### src/rtl/q_max_scanner.sv
// Scans the N_ACT Q-table entries of one board state and returns the signed
// maximum over legal actions and its index. The lowest index wins on ties.
module q_max_scanner #(
  parameter int DATA_W = 16,
  parameter int N_ACT  = 9,
  parameter int ACT_W  = 4
) (
  input  logic              clk,
  input  logic              rst_n,
  input  logic              start_i,
  input  logic [N_ACT-1:0]  valid_mask_i,
  output logic              q_rd_en_o,
  output logic [ACT_W-1:0]  q_rd_addr_o,
  input  logic [DATA_W-1:0] q_rd_data_i,
  output logic              busy_o,
  output logic              done_o,
  output logic [DATA_W-1:0] max_q_o,
  output logic [ACT_W-1:0]  best_act_o,
  output logic              none_valid_o
);

  localparam int unsigned          ADDR_N = 1 << ACT_W;
  localparam logic [ACT_W-1:0]     LAST   = ACT_W'(N_ACT - 1);

  typedef enum logic [1:0] {IDLE, SCAN, FLUSH, DONE} state_t;

  state_t                    state_q;
  logic [N_ACT-1:0]          mask_q;
  logic [ADDR_N-1:0]         mask_ext;
  logic                      pipe_vld_q, pipe_m_q;
  logic signed [DATA_W-1:0]  run_max_q, run_max_d;
  logic [ACT_W-1:0]          run_idx_q, run_idx_d, pipe_addr_q;
  logic                      found_q, found_d, upd;

  // Widen the mask to the full address space so indexing by address is in range.
  assign mask_ext = ADDR_N'(mask_q);

  // Compare stage: the pipe registers describe the word arriving on q_rd_data_i.
  always_comb begin
    upd       = pipe_vld_q && pipe_m_q &&
                (!found_q || ($signed(q_rd_data_i) > run_max_q));
    run_max_d = run_max_q;
    run_idx_d = run_idx_q;
    found_d   = found_q;
    if (upd) begin
      run_max_d = $signed(q_rd_data_i);
      run_idx_d = pipe_addr_q;
      found_d   = 1'b1;
    end
  end

  always_ff @(posedge clk or negedge rst_n) begin
    if (!rst_n) begin
      state_q      <= IDLE;
      mask_q       <= '0;
      pipe_vld_q   <= 1'b0;
      pipe_m_q     <= 1'b0;
      pipe_addr_q  <= '0;
      run_max_q    <= '0;
      run_idx_q    <= '0;
      found_q      <= 1'b0;
      q_rd_en_o    <= 1'b0;
      q_rd_addr_o  <= '0;
      busy_o       <= 1'b0;
      done_o       <= 1'b0;
      max_q_o      <= '0;
      best_act_o   <= '0;
      none_valid_o <= 1'b0;
    end else begin
      pipe_vld_q  <= q_rd_en_o;
      pipe_m_q    <= mask_ext[q_rd_addr_o];
      pipe_addr_q <= q_rd_addr_o;
      done_o      <= 1'b0;
      case (state_q)
        IDLE: if (start_i) begin
          mask_q      <= valid_mask_i;
          run_max_q   <= '0;
          run_idx_q   <= '0;
          found_q     <= 1'b0;
          busy_o      <= 1'b1;
          q_rd_en_o   <= 1'b1;
          q_rd_addr_o <= '0;
          state_q     <= SCAN;
        end
        SCAN: begin
          run_max_q <= run_max_d;
          run_idx_q <= run_idx_d;
          found_q   <= found_d;
          if (q_rd_addr_o == LAST) begin
            q_rd_en_o   <= 1'b0;
            q_rd_addr_o <= '0;
            state_q     <= FLUSH;
          end else begin
            q_rd_addr_o <= q_rd_addr_o + 1'b1;
          end
        end
        FLUSH: begin
          // Last word is compared here; publish straight from the next-state values.
          run_max_q    <= run_max_d;
          run_idx_q    <= run_idx_d;
          found_q      <= found_d;
          done_o       <= 1'b1;
          max_q_o      <= found_d ? run_max_d : '0;
          best_act_o   <= found_d ? run_idx_d : '0;
          none_valid_o <= !found_d;
          state_q      <= DONE;
        end
        DONE: begin
          busy_o  <= 1'b0;
          state_q <= IDLE;
        end
        default: state_q <= IDLE;
      endcase
    end
  end

endmodule
### config.mk
export PLATFORM = sky130hd
export DESIGN_NAME = q_max_scanner
export DESIGN_NICKNAME = d
export VERILOG_FILES = /design/src/rtl/q_max_scanner.sv
export SDC_FILE = /design/constraint.sdc
export NUM_CORES = 1
export LEC_CHECK = 0
export BUFFER_PORTS_ARGS = -buffer_cell sky130_fd_sc_hd__buf_2
export CELL_PAD_IN_SITES_DETAIL_PLACEMENT = 2
export CELL_PAD_IN_SITES_GLOBAL_PLACEMENT = 2
export CORE_ASPECT_RATIO = 0.8
export CORE_MARGIN = 4
export CORE_UTILIZATION = 30
export DETAILED_ROUTE_END_ITERATION = 10
export GPL_TIMING_DRIVEN = 0
export HOLD_SLACK_MARGIN = 0.05
export PLACE_DENSITY = 0.76
export SYNTH_ARGS = -nofsm -noshare
export SYNTH_HDL_FRONTEND = slang
export SYNTH_SLANG_ARGS = --single-unit
### constraint.sdc
create_clock -name clk -period 3.5 [get_ports clk]
set_clock_uncertainty 0.2 [all_clocks]
set_input_delay 0.175 -clock clk [delete_from_list [all_inputs] [get_ports clk]]
set_output_delay 0.175 -clock clk [all_outputs]
set_load 0.05 [all_outputs]
# Yosys cells after proc, flatten, opt, wreduce, memory -nomap -nowiden
# Cells that the tools add are included.
# totals
word_cells	63
register_bits	66
inputBits	28
output_inout_bits	28
# op_classes
addsub	1
n_mux	23
reduce_logical	16
n_eq_ne	6
magnitude_cmp	2
# ops
op	n
$mux 16	3
$pmux 16 s2	1
$gt 16x16->1	1
$mux 4	4
$pmux 4 s2	2
$reduce_and 2->1	5
$pmux 2 s4	1
$mux 1	6
$pmux 1 s2	3
$reduce_bool 2->1	3
$lt 4x5->1 const B	1
$add 4x1->4 const B	1
$bmux 1 s4	1
$eq 2x2->1 const B	2
$eq 4x4->1 const B	1
$mux 2	2
$ne 2x2->1 const B	2
$reduce_and 3->1	1
$eq 2x1->1 const B	1
$logic_and 1x1->1	2
$logic_not 1->1	2
$logic_not 2->1	1
$reduce_or 2->1	1
$logic_or 1x1->1	1

# Logic depth before layout (Yosys ltp)
# Gate-level depths: netlist (run 1).
# depth
ltp_word	5
ltp_mapped	11
ltp_nobuf	9

# Worst setup path before layout (run 1)
# OpenSTA, ideal clock, no wires.
# synth_path
path_kind	reg-to-reg
from	register run_max_q[15]
to	register max_q_o[7]
path_stages_with_launch	11
period_less_slack_ns	2.484
setup_time_ns	0.141
setup_slack_ns	1.016
required_time_ns	3.159
n_path_buf	1
arrival_ns	2.143
cell_sequence	dfrtp_1 -> inv_1 -> ha_1 -> nand4_2 -> nor4_4 -> nand2_1 -> a211o_1 -> nand3_4 -> buf_8 -> mux2i_1 -> o22ai_1
# synth_via
elab_chain_len	5
elab_cells_between_ends	6
classes_between	order compare (1); mux (3); reduce/logical (2)
# synth_lines
element	line	rtl
start: declaration	31	logic signed [DATA_W-1:0] run_max_q, run_max_d;
start signal: assignment	86	run_max_q <= run_max_d;
start signal: assignment	99	run_max_q <= run_max_d;
$gt 16x16->1 *	41	(!found_q || ($signed(q_rd_data_i) > run_max_q));
$logic_or 1x1->1 *	41	
$logic_and 1x1->1 *	40	upd = pipe_vld_q && pipe_m_q &&
$mux 16 or $mux 1 (tied branches)	45	if (upd) begin
$mux 16 *	103	max_q_o <= found_d ? run_max_d : '0;
end signal: assignment	103	
end: declaration	17	output logic [DATA_W-1:0] max_q_o,
# Every way passes the cells marked *; elsewhere a longest branch is shown, timed or not.
# A chain may end at the register's enable or synchronous reset.

# Worst setup path after layout (run 1)
# layout_path
from	input port q_rd_data_i[15]
to	register best_act_o[3]
# layout_via
elab_chain_len	5
elab_cells_between_ends	6
classes_between	order compare (1); mux (3); reduce/logical (2)
# layout_lines
element	line	rtl
start: declaration	14	input logic [DATA_W-1:0] q_rd_data_i,
$gt 16x16->1 *	41	
$logic_or 1x1->1 *	41	
$logic_and 1x1->1 *	40	
$mux 4 or $mux 1 (tied branches)	45	
$mux 4 *	104	best_act_o <= found_d ? run_idx_d : '0;
end signal: assignment	104	
end: declaration	18	output logic [ACT_W-1:0] best_act_o,
# Marks and branches as above.

==> results of run 1 <==
logic make-up after synthesis:
family	count (synthesis)	synth area share [%]
AND/OR/NAND/NOR	98	14.4
AO/OA/AOI/OAI	76	14.9
flip-flops	66	45.1
buffers and inverters	64	8.13
multiplexers	33	10.0
adder cells (fa/ha/maj)	22	7.51
stage by stage:
step           hold WS (ps)  total power, W  utilization (%)  cell area, um2  instances
3_3_place_gp            187         0.00359             35.1            4130        562
4_1_cts                70.3         0.00474             40.0            4690        604
2_1_floorplan          -321         0.00302                -            3660        359
5_1_grt                 105         0.00503             40.0            4690        604
3_5_place_dp            162         0.00372             35.2            4130        562
6_report               78.3         0.00467             40.0            4690        604
worst min path at each step:
stage	cells past startpoint	startpoint	end	slack (ps)
after floorplan	0	rst_n	best_act_o[0]	-320
after global placement	2	valid_mask_i[7]	mask_q[7]	190
after detailed placement	1	rst_n	max_q_o[6]	160
after CTS	3	start_i	q_rd_en_o	70
after global routing	3	start_i	q_rd_en_o	110
final	3	start_i	busy_o	80
cell type report:
class                           count  area [um2]  area share [%]
Clock buffer                       12         256            5.46
Clock inverter                      4        50.0            1.07
Timing Repair Buffer               81         538            11.5
Inverter                           46         173            3.68
Sequential cell                    66        1650            35.2
Buffer                             18         125            2.67
Multi-Input combinational cell    229        1720            36.5
Tap cell                          148         185            3.94
placed cells by master (no fill, tap or decap), types with 7 or more instances in the layout:
cell type	Yosys	routed
nand2_1	48	48
nor2_1	10	10
o211ai_1	7	7
inv_1	45	45
o211ai_2	10	10
o21ai_1	11	11
nand3_2	10	10
dlygate4sd3_1	0	26
buf_2	2	56
a21oi_1	11	11
o22ai_1	22	22
mux2i_1	22	22
clkbuf_1	11	12
nand3_1	13	13
dfrtp_1	66	66
clkbuf_16	0	9
mux2_1	9	9
ha_1	22	22
sequential cells by signal, summed over array words and instances (netlist names):
name,count
best_act_o,4
busy_o,1
done_o,1
found_q,1
mask_q,9
max_q_o,16
none_valid_o,1
pipe_addr_q,4
pipe_m_q,1
pipe_vld_q,1
q_rd_addr_o,4
q_rd_en_o,1
run_idx_q,4
run_max_q,16
state_q,2
where the power goes:
group / total [W] / switching [W] / internal (W)
clock: 0.000942 / 0.000352 / 0.000589
sequential: 0.00128 / 0.000227 / 0.00106
combinational: 0.00244 / 0.00163 / 0.000811
total: 0.00467 / 0.00221 / 0.00246
tightest hold or removal path: stages:
cell and delay (ps):
buf_2 160, a21oi_1 90, o21ai_1 130
per-layer routing:
metal  vias to the layer above  track usage (%)
met5                         -                0
met4                         0             4.95
met2                        51             32.0
li1                       1436                -
met1                      1564             20.7
met3                        13             3.94
==> impl_metrics.xml, run 1 <==
<?xml version="1.0" encoding="UTF-8"?>
<metrics>
  <group name="final_layout">
    <metric name="final_net_count" unit="">501</metric>
    <metric name="layout-drive-gt1-share" unit="%">22.8</metric>
    <metric name="fillCellCount" unit="">1297</metric>
    <metric name="antenna_cells_inserted" unit="">0</metric>
    <metric name="area_added_between_synthesis_and_finish" unit="%">28.1</metric>
  </group>
  <group name="clock_network">
    <metric name="ctsLongestPathBuffers" unit="">2</metric>
    <metric name="clk_pin_slew" unit="ps">60</metric>
    <metric name="cts_inserted_buffers" unit="">9</metric>
    <metric name="worstSkewPairLatency" unit="ps">340</metric>
    <metric name="post_cts_resized" unit="">0</metric>
    <metric name="post_cts_buffers" unit="">0</metric>
    <metric name="cts_hold_buf" unit="">26</metric>
    <metric name="htree_levels" unit="">3</metric>
    <metric name="clockRootBuffer" unit="">clkbuf_16</metric>
    <metric name="cts_tree" unit="">yes</metric>
    <metric name="tritoncts_num_sinks" unit="">66</metric>
  </group>
  <group name="detailed_routing">
    <metric name="detail-route-antenna-nets" unit="">0</metric>
    <metric name="routed-wl-met2" unit="mm">5.85</metric>
    <metric name="detail_route.drc_violations" unit="">0</metric>
    <metric name="met3_length" unit="um">373</metric>
    <metric name="avgRoutedWirePerCell" unit="um">18.7</metric>
    <metric name="m1WireLength" unit="mm">4.91</metric>
    <metric name="wl" unit="mm">11.3</metric>
    <metric name="vias" unit="">3064</metric>
    <metric name="detail_route.iter0.violations" unit="">79</metric>
    <metric name="viasPerCell" unit="">5.07</metric>
    <metric name="firstDrtPassIters" unit="">4</metric>
    <metric name="top_layer_used" unit="">met4</metric>
  </group>
  <group name="sta">
    <metric name="timing.fmax" unit="MHz">342</metric>
    <metric name="worst-slew-pin-transition" unit="ps">903</metric>
    <metric name="timing.final.crit_share" unit="%">83.5</metric>
    <metric name="maxSlewHeadroom" unit="%">39.8</metric>
    <metric name="rsz0062_at_grt" unit="">no</metric>
    <metric name="finalHoldViolCount" unit="">0</metric>
    <metric name="total_negative_setup_slacks" unit="ps">0</metric>
    <metric name="worst_slack" unit="ps">578</metric>
    <metric name="setup-violations-final" unit="">0</metric>
    <metric name="maxSlewViolCount" unit="">0</metric>
    <metric name="final_period_minus_worst_setup_slack" unit="ps">2920</metric>
  </group>
  <group name="setup_path">
    <metric name="cp_max_fo" unit="">10</metric>
    <metric name="critPathLaunchType" unit="">input port</metric>
    <metric name="regToRegStartpoint" unit="">state_q[0]</metric>
    <metric name="rr_endpoint" unit="">run_max_q[9]</metric>
    <metric name="critPathCaptureType" unit="">flip-flop</metric>
    <metric name="worst-r2r-cell-count" unit="">9</metric>
    <metric name="crit_chain" unit="">dlygate4sd3_1 -&gt; buf_2 -&gt; ha_1 -&gt; nand4_2 -&gt; nor4_4 -&gt; nand2_1 -&gt; a211o_1 -&gt; nand3_4 -&gt; buf_8 -&gt; mux2i_1 -&gt; o22ai_1</metric>
    <metric name="worst-path-stages" unit="">11</metric>
    <metric name="cp-startpoint" unit="">q_rd_data_i[15]</metric>
    <metric name="cp_data_required_time" unit="ps">3480</metric>
    <metric name="regToRegSetupSlack" unit="ps">600</metric>
    <metric name="crit_type" unit="">in2reg</metric>
    <metric name="cp_top_family" unit="">buffers and inverters</metric>
    <metric name="timing.critical_path.buf_inv" unit="">3</metric>
    <metric name="termination_of_the_worst_setup_path" unit="">best_act_o[3]</metric>
    <metric name="cpMaxStageDelayCell" unit="">dlygate4sd3_1</metric>
    <metric name="worst_path_largest_cell_delay" unit="ps">530</metric>
    <metric name="arrival" unit="ps">2900</metric>
  </group>
  <group name="floorplan">
    <metric name="start_util" unit="%">31.2</metric>
    <metric name="die_height" unit="um">107</metric>
    <metric name="top_level_ports" unit="">56</metric>
    <metric name="floorplan.die_area" unit="um2">14100</metric>
    <metric name="die-width" unit="um">132</metric>
    <metric name="core-area" unit="um2">11700</metric>
    <metric name="core.rowCount" unit="">35</metric>
  </group>
  <group name="global_routing">
    <metric name="gr-usage-all-layers" unit="%">17.5</metric>
    <metric name="grt_pass1_vias" unit="">3651</metric>
    <metric name="antenna_found_initial" unit="">0</metric>
    <metric name="grt_first_pass_wirelength" unit="mm">19.3</metric>
    <metric name="grt_total_ovfl" unit="">0</metric>
    <metric name="grt_start_max_net_pins" unit="">67</metric>
  </group>
  <group name="yosys">
    <metric name="synth.top_cells.by_area" unit="">dfrtp_1, ha_1, mux2i_1</metric>
    <metric name="synth_most_common_cell" unit="">dfrtp_1</metric>
    <metric name="synth_area_per_cell" unit="um2">10.2</metric>
    <metric name="post_synth_instance_area" unit="um2">3660</metric>
    <metric name="netlist.area_leader.share" unit="%">45.1</metric>
    <metric name="yosys_register_bits" unit="">66</metric>
    <metric name="top_flip_flop_cell_by_instance_count_after_synthesis" unit="">dfrtp_1</metric>
    <metric name="yosys_warnings" unit="">0</metric>
    <metric name="synthesized_nets" unit="">409</metric>
    <metric name="synth-edff-count" unit="">0</metric>
    <metric name="post_synth_most_frequent_cells" unit="">dfrtp_1, nand2_1, inv_1</metric>
    <metric name="postSynth.asyncResetShare" unit="%">100</metric>
    <metric name="synth_cells" unit="">359</metric>
    <metric name="synthDominantAreaCellType" unit="">dfrtp_1</metric>
    <metric name="synth_cell_type_count" unit="">44</metric>
    <metric name="ys_seq_area_share" unit="%">45.1</metric>
  </group>
  <group name="power_and_ir_drop">
    <metric name="leakage" unit="nW">2.23</metric>
    <metric name="ir_worst_vdd" unit="V">0.000450</metric>
    <metric name="power_density" unit="nW/um2">994</metric>
  </group>
  <group name="flow_run">
    <metric name="count_of_maximum_capacitance_violations" unit="">0</metric>
  </group>
  <group name="place">
    <metric name="finalWeightedCongestion" unit="">0.746</metric>
    <metric name="placement.io_buffers" unit="">55</metric>
    <metric name="place_worst_setup_slack" unit="ps">593</metric>
    <metric name="detailed_place_hpwl" unit="mm">7.71</metric>
  </group>
  <group name="min_path">
    <metric name="hold_class" unit="">in2reg</metric>
  </group>
  <group name="status">
    <metric name="run_status" unit="">complete, no violations</metric>
  </group>
</metrics>
(Power assumes the default switching activity.)
==> inputs of run 2 (changes only) <==
==> constraint.sdc (replaced) <==
create_clock -name clk -period 3 [get_ports clk]
set_clock_uncertainty 0.2 [all_clocks]
set_input_delay 0.15 -clock clk [delete_from_list [all_inputs] [get_ports clk]]
set_output_delay 0.15 -clock clk [all_outputs]
set_load 0.05 [all_outputs]
==> run 2 against run 1 <==
  * Combinational power grew 20%
  * Clock power grew 17%
  * Routed wire length grew 1.6%
  * Die area is the same
  * Highest routed layer unchanged
  * Non-clock buffer count grew 7
  * First-iteration DRC count shrank 16%
  * Total power grew 18%
  * Count of clock-buffer cells in the layout is the same
==> impl_metrics.xml, run 2 (synthesis gave the netlist of run 1 again) <==
<?xml version="1.0" encoding="UTF-8"?>
<metrics>
  <group name="status">
    <metric name="run_status" unit="">complete, no violations</metric>
  </group>
  <group name="power_and_ir_drop">
    <metric name="clock_power_share" unit="%">19.9</metric>
    <metric name="power_frac_comb" unit="%">53.0</metric>
    <metric name="ir_worst_vdd" unit="V">0.000523</metric>
    <metric name="finalPower" unit="W">0.00552</metric>
    <metric name="leakage" unit="nW">2.25</metric>
    <metric name="seq_power_share" unit="%">27.1</metric>
    <metric name="sw_ratio" unit="%">47.2</metric>
    <metric name="power_density" unit="nW/um2">1160</metric>
    <metric name="internal_power" unit="W">0.00292</metric>
    <metric name="switchingPower" unit="W">0.00261</metric>
  </group>
  <group name="min_path">
    <metric name="min_delay_worst_endpoint" unit="">pipe_vld_q</metric>
    <metric name="hold_class" unit="">reg2reg</metric>
    <metric name="min-delay-start" unit="">q_rd_en_o</metric>
    <metric name="timing.hold.worst_path_depth" unit="">0</metric>
  </group>
  <group name="sta">
    <metric name="timing.fmax" unit="MHz">357</metric>
    <metric name="total_negative_setup_slacks" unit="ps">0</metric>
    <metric name="maxSlewViolCount" unit="">0</metric>
    <metric name="final_period_minus_worst_setup_slack" unit="ps">2800</metric>
    <metric name="setup-violations-final" unit="">0</metric>
    <metric name="maxSlewHeadroom" unit="%">40.2</metric>
    <metric name="timing.final.crit_share" unit="%">93.4</metric>
    <metric name="worst-slew-pin-transition" unit="ps">897</metric>
    <metric name="finalHoldWorstSlack" unit="ps">235</metric>
    <metric name="finalHoldViolCount" unit="">0</metric>
    <metric name="rsz0062_at_grt" unit="">no</metric>
  </group>
  <group name="place">
    <metric name="placement.io_buffers" unit="">55</metric>
    <metric name="finalWeightedCongestion" unit="">0.746</metric>
    <metric name="detailed_place_hpwl" unit="mm">7.71</metric>
  </group>
  <group name="detailed_routing">
    <metric name="detail_route.drc_violations" unit="">0</metric>
    <metric name="detail_route.iter0.violations" unit="">66</metric>
    <metric name="avgRoutedWirePerCell" unit="um">18.8</metric>
    <metric name="vias" unit="">3111</metric>
    <metric name="viasPerCell" unit="">5.09</metric>
    <metric name="wl" unit="mm">11.5</metric>
    <metric name="firstDrtPassIters" unit="">4</metric>
    <metric name="detail-route-antenna-nets" unit="">0</metric>
  </group>
  <group name="clock_network">
    <metric name="tritoncts_num_sinks" unit="">66</metric>
    <metric name="clk_pin_slew" unit="ps">60</metric>
    <metric name="ctsLongestPathBuffers" unit="">2</metric>
    <metric name="cts_tree" unit="">yes</metric>
    <metric name="worstSkewPairLatency" unit="ps">340</metric>
    <metric name="clockRootBuffer" unit="">clkbuf_16</metric>
    <metric name="cts_inserted_buffers" unit="">9</metric>
    <metric name="htree_levels" unit="">3</metric>
  </group>
  <group name="floorplan">
    <metric name="die_height" unit="um">107</metric>
    <metric name="die-width" unit="um">132</metric>
    <metric name="top_level_ports" unit="">56</metric>
    <metric name="start_util" unit="%">31.2</metric>
    <metric name="floorplan.die_area" unit="um2">14100</metric>
    <metric name="core.rowCount" unit="">35</metric>
    <metric name="core-area" unit="um2">11700</metric>
  </group>
  <group name="global_routing">
    <metric name="gr-usage-all-layers" unit="%">17.5</metric>
    <metric name="antenna_found_initial" unit="">0</metric>
    <metric name="grt_first_pass_wirelength" unit="mm">19.3</metric>
    <metric name="global_route.usage.met1" unit="%">20.7</metric>
    <metric name="met2_capacity_usage_during_global_routing" unit="%">32.0</metric>
    <metric name="grt_start_max_net_pins" unit="">67</metric>
    <metric name="grt_pass1_vias" unit="">3645</metric>
    <metric name="busiest_layer" unit="">met2</metric>
    <metric name="grt_total_ovfl" unit="">0</metric>
    <metric name="grt_use_met3" unit="%">3.94</metric>
  </group>
  <group name="setup_path">
    <metric name="cp_common_cell" unit="">nand4_1</metric>
    <metric name="worst-r2r-cell-count" unit="">11</metric>
    <metric name="rr_endpoint" unit="">best_act_o[3]</metric>
    <metric name="cp-startpoint" unit="">q_rd_data_i[6]</metric>
    <metric name="cp_data_required_time" unit="ps">2980</metric>
    <metric name="cpMaxStageDelayCell" unit="">dlygate4sd3_1</metric>
    <metric name="arrival" unit="ps">2780</metric>
    <metric name="cp_max_fo" unit="">10</metric>
    <metric name="worst_path_largest_cell_delay" unit="ps">540</metric>
    <metric name="critPathLaunchType" unit="">input port</metric>
    <metric name="regToRegStartpoint" unit="">run_max_q[15]</metric>
    <metric name="crit_chain" unit="">dlygate4sd3_1 -&gt; buf_2 -&gt; ha_1 -&gt; nand4_1 -&gt; nor4_4 -&gt; buf_4 -&gt; nand4_1 -&gt; and2_1 -&gt; nand3_4 -&gt; buf_12 -&gt; mux2i_2 -&gt; o22ai_1</metric>
    <metric name="critPathCaptureType" unit="">flip-flop</metric>
    <metric name="regToRegSetupSlack" unit="ps">220</metric>
    <metric name="crit_type" unit="">in2reg</metric>
  </group>
  <group name="final_layout">
    <metric name="fillCellCount" unit="">1286</metric>
    <metric name="final_net_count" unit="">508</metric>
    <metric name="layout_top_registers" unit="">max_q_o (16), run_max_q (16), mask_q (9)</metric>
    <metric name="most_frequent_cells_in_the_layout" unit="">dfrtp_1, buf_2, nand2_1</metric>
    <metric name="area_added_between_synthesis_and_finish" unit="%">30.3</metric>
    <metric name="layout-drive-gt1-share" unit="%">25.1</metric>
    <metric name="antenna_cells_inserted" unit="">0</metric>
    <metric name="most_common_cell_after_layout_fill_and_taps_aside" unit="">dfrtp_1</metric>
  </group>
  <group name="flow_run">
    <metric name="count_of_maximum_capacitance_violations" unit="">0</metric>
  </group>
</metrics>
run 2: power by group through the flow:
stage / sequential (W) / clock, W / combinational [W]
global route: 0.00155 / 0.00117 / 0.00324
finish: 0.00150 / 0.00110 / 0.00293
global placement: 0.00148 / 0 / 0.00271
detailed placement: 0.00151 / 0 / 0.00283
floorplan: 0.00187 / 0 / 0.00165
CTS: 0.00150 / 0.00113 / 0.00290
run 2: critical path: cells and delay by family:
| family | cells | cell delay, ps |
|---|---|---|
| AND/OR/NAND/NOR | 5 | 960 |
| buffers and inverters | 4 | 1020 |
| adder cells (fa/ha/maj) | 1 | 320 |
| AO/OA/AOI/OAI | 1 | 100 |
| multiplexers | 1 | 230 |
run 2: final cells by class:
| cell class | instances | area (um2) | area share (%) |
|---|---|---|---|
| inverter | 46 | 173 | 3.62 |
| clock inverter | 4 | 50.0 | 1.05 |
| tap | 148 | 185 | 3.88 |
| timing repair buffer | 88 | 593 | 12.4 |
| sequential | 66 | 1650 | 34.6 |
| multi-input combinational | 229 | 1740 | 36.3 |
| buffer | 18 | 130 | 2.72 |
| clock buffer | 12 | 256 | 5.37 |
run 2: timing repair:
action | in CTS | in global routing
resized for setup | 0 | 7
setup buffers | 0 | 6
endpoints found under the setup margin | 0 | 31
hold endpoints to repair | 108 | 0
hold buffers | 27 | 0
run 2: worst max-delay path by stage:
stage	to	slack, ps	cells after the start
after floorplan	max_q_o[7]	520	10
after global placement	max_q_o[14]	150	10
after detailed placement	best_act_o[3]	90	10
after CTS	best_act_o[3]	40	11
after global routing	run_max_q[5]	20	9
final	best_act_o[3]	200	12
run 2: layer usage:
| metal | vias up | part of all wire [%] |
|---|---|---|
| met5 | - | 0 |
| met4 | 0 | 1.3 |
| met3 | 13 | 3.3 |
| met2 | 51 | 52 |
| met1 | 1594 | 43 |
| li1 | 1453 | - |
run 2: through the flow:
stage	instances	util (%)	area, um2	setup WS, ps
final	611	40.7	4780	197
after global routing	611	40.7	4780	23.7
after CTS	605	40.1	4700	39.7
after detailed placement	562	35.2	4130	92.7
after global placement	562	35.1	4130	149
after floorplan	359	-	3660	516
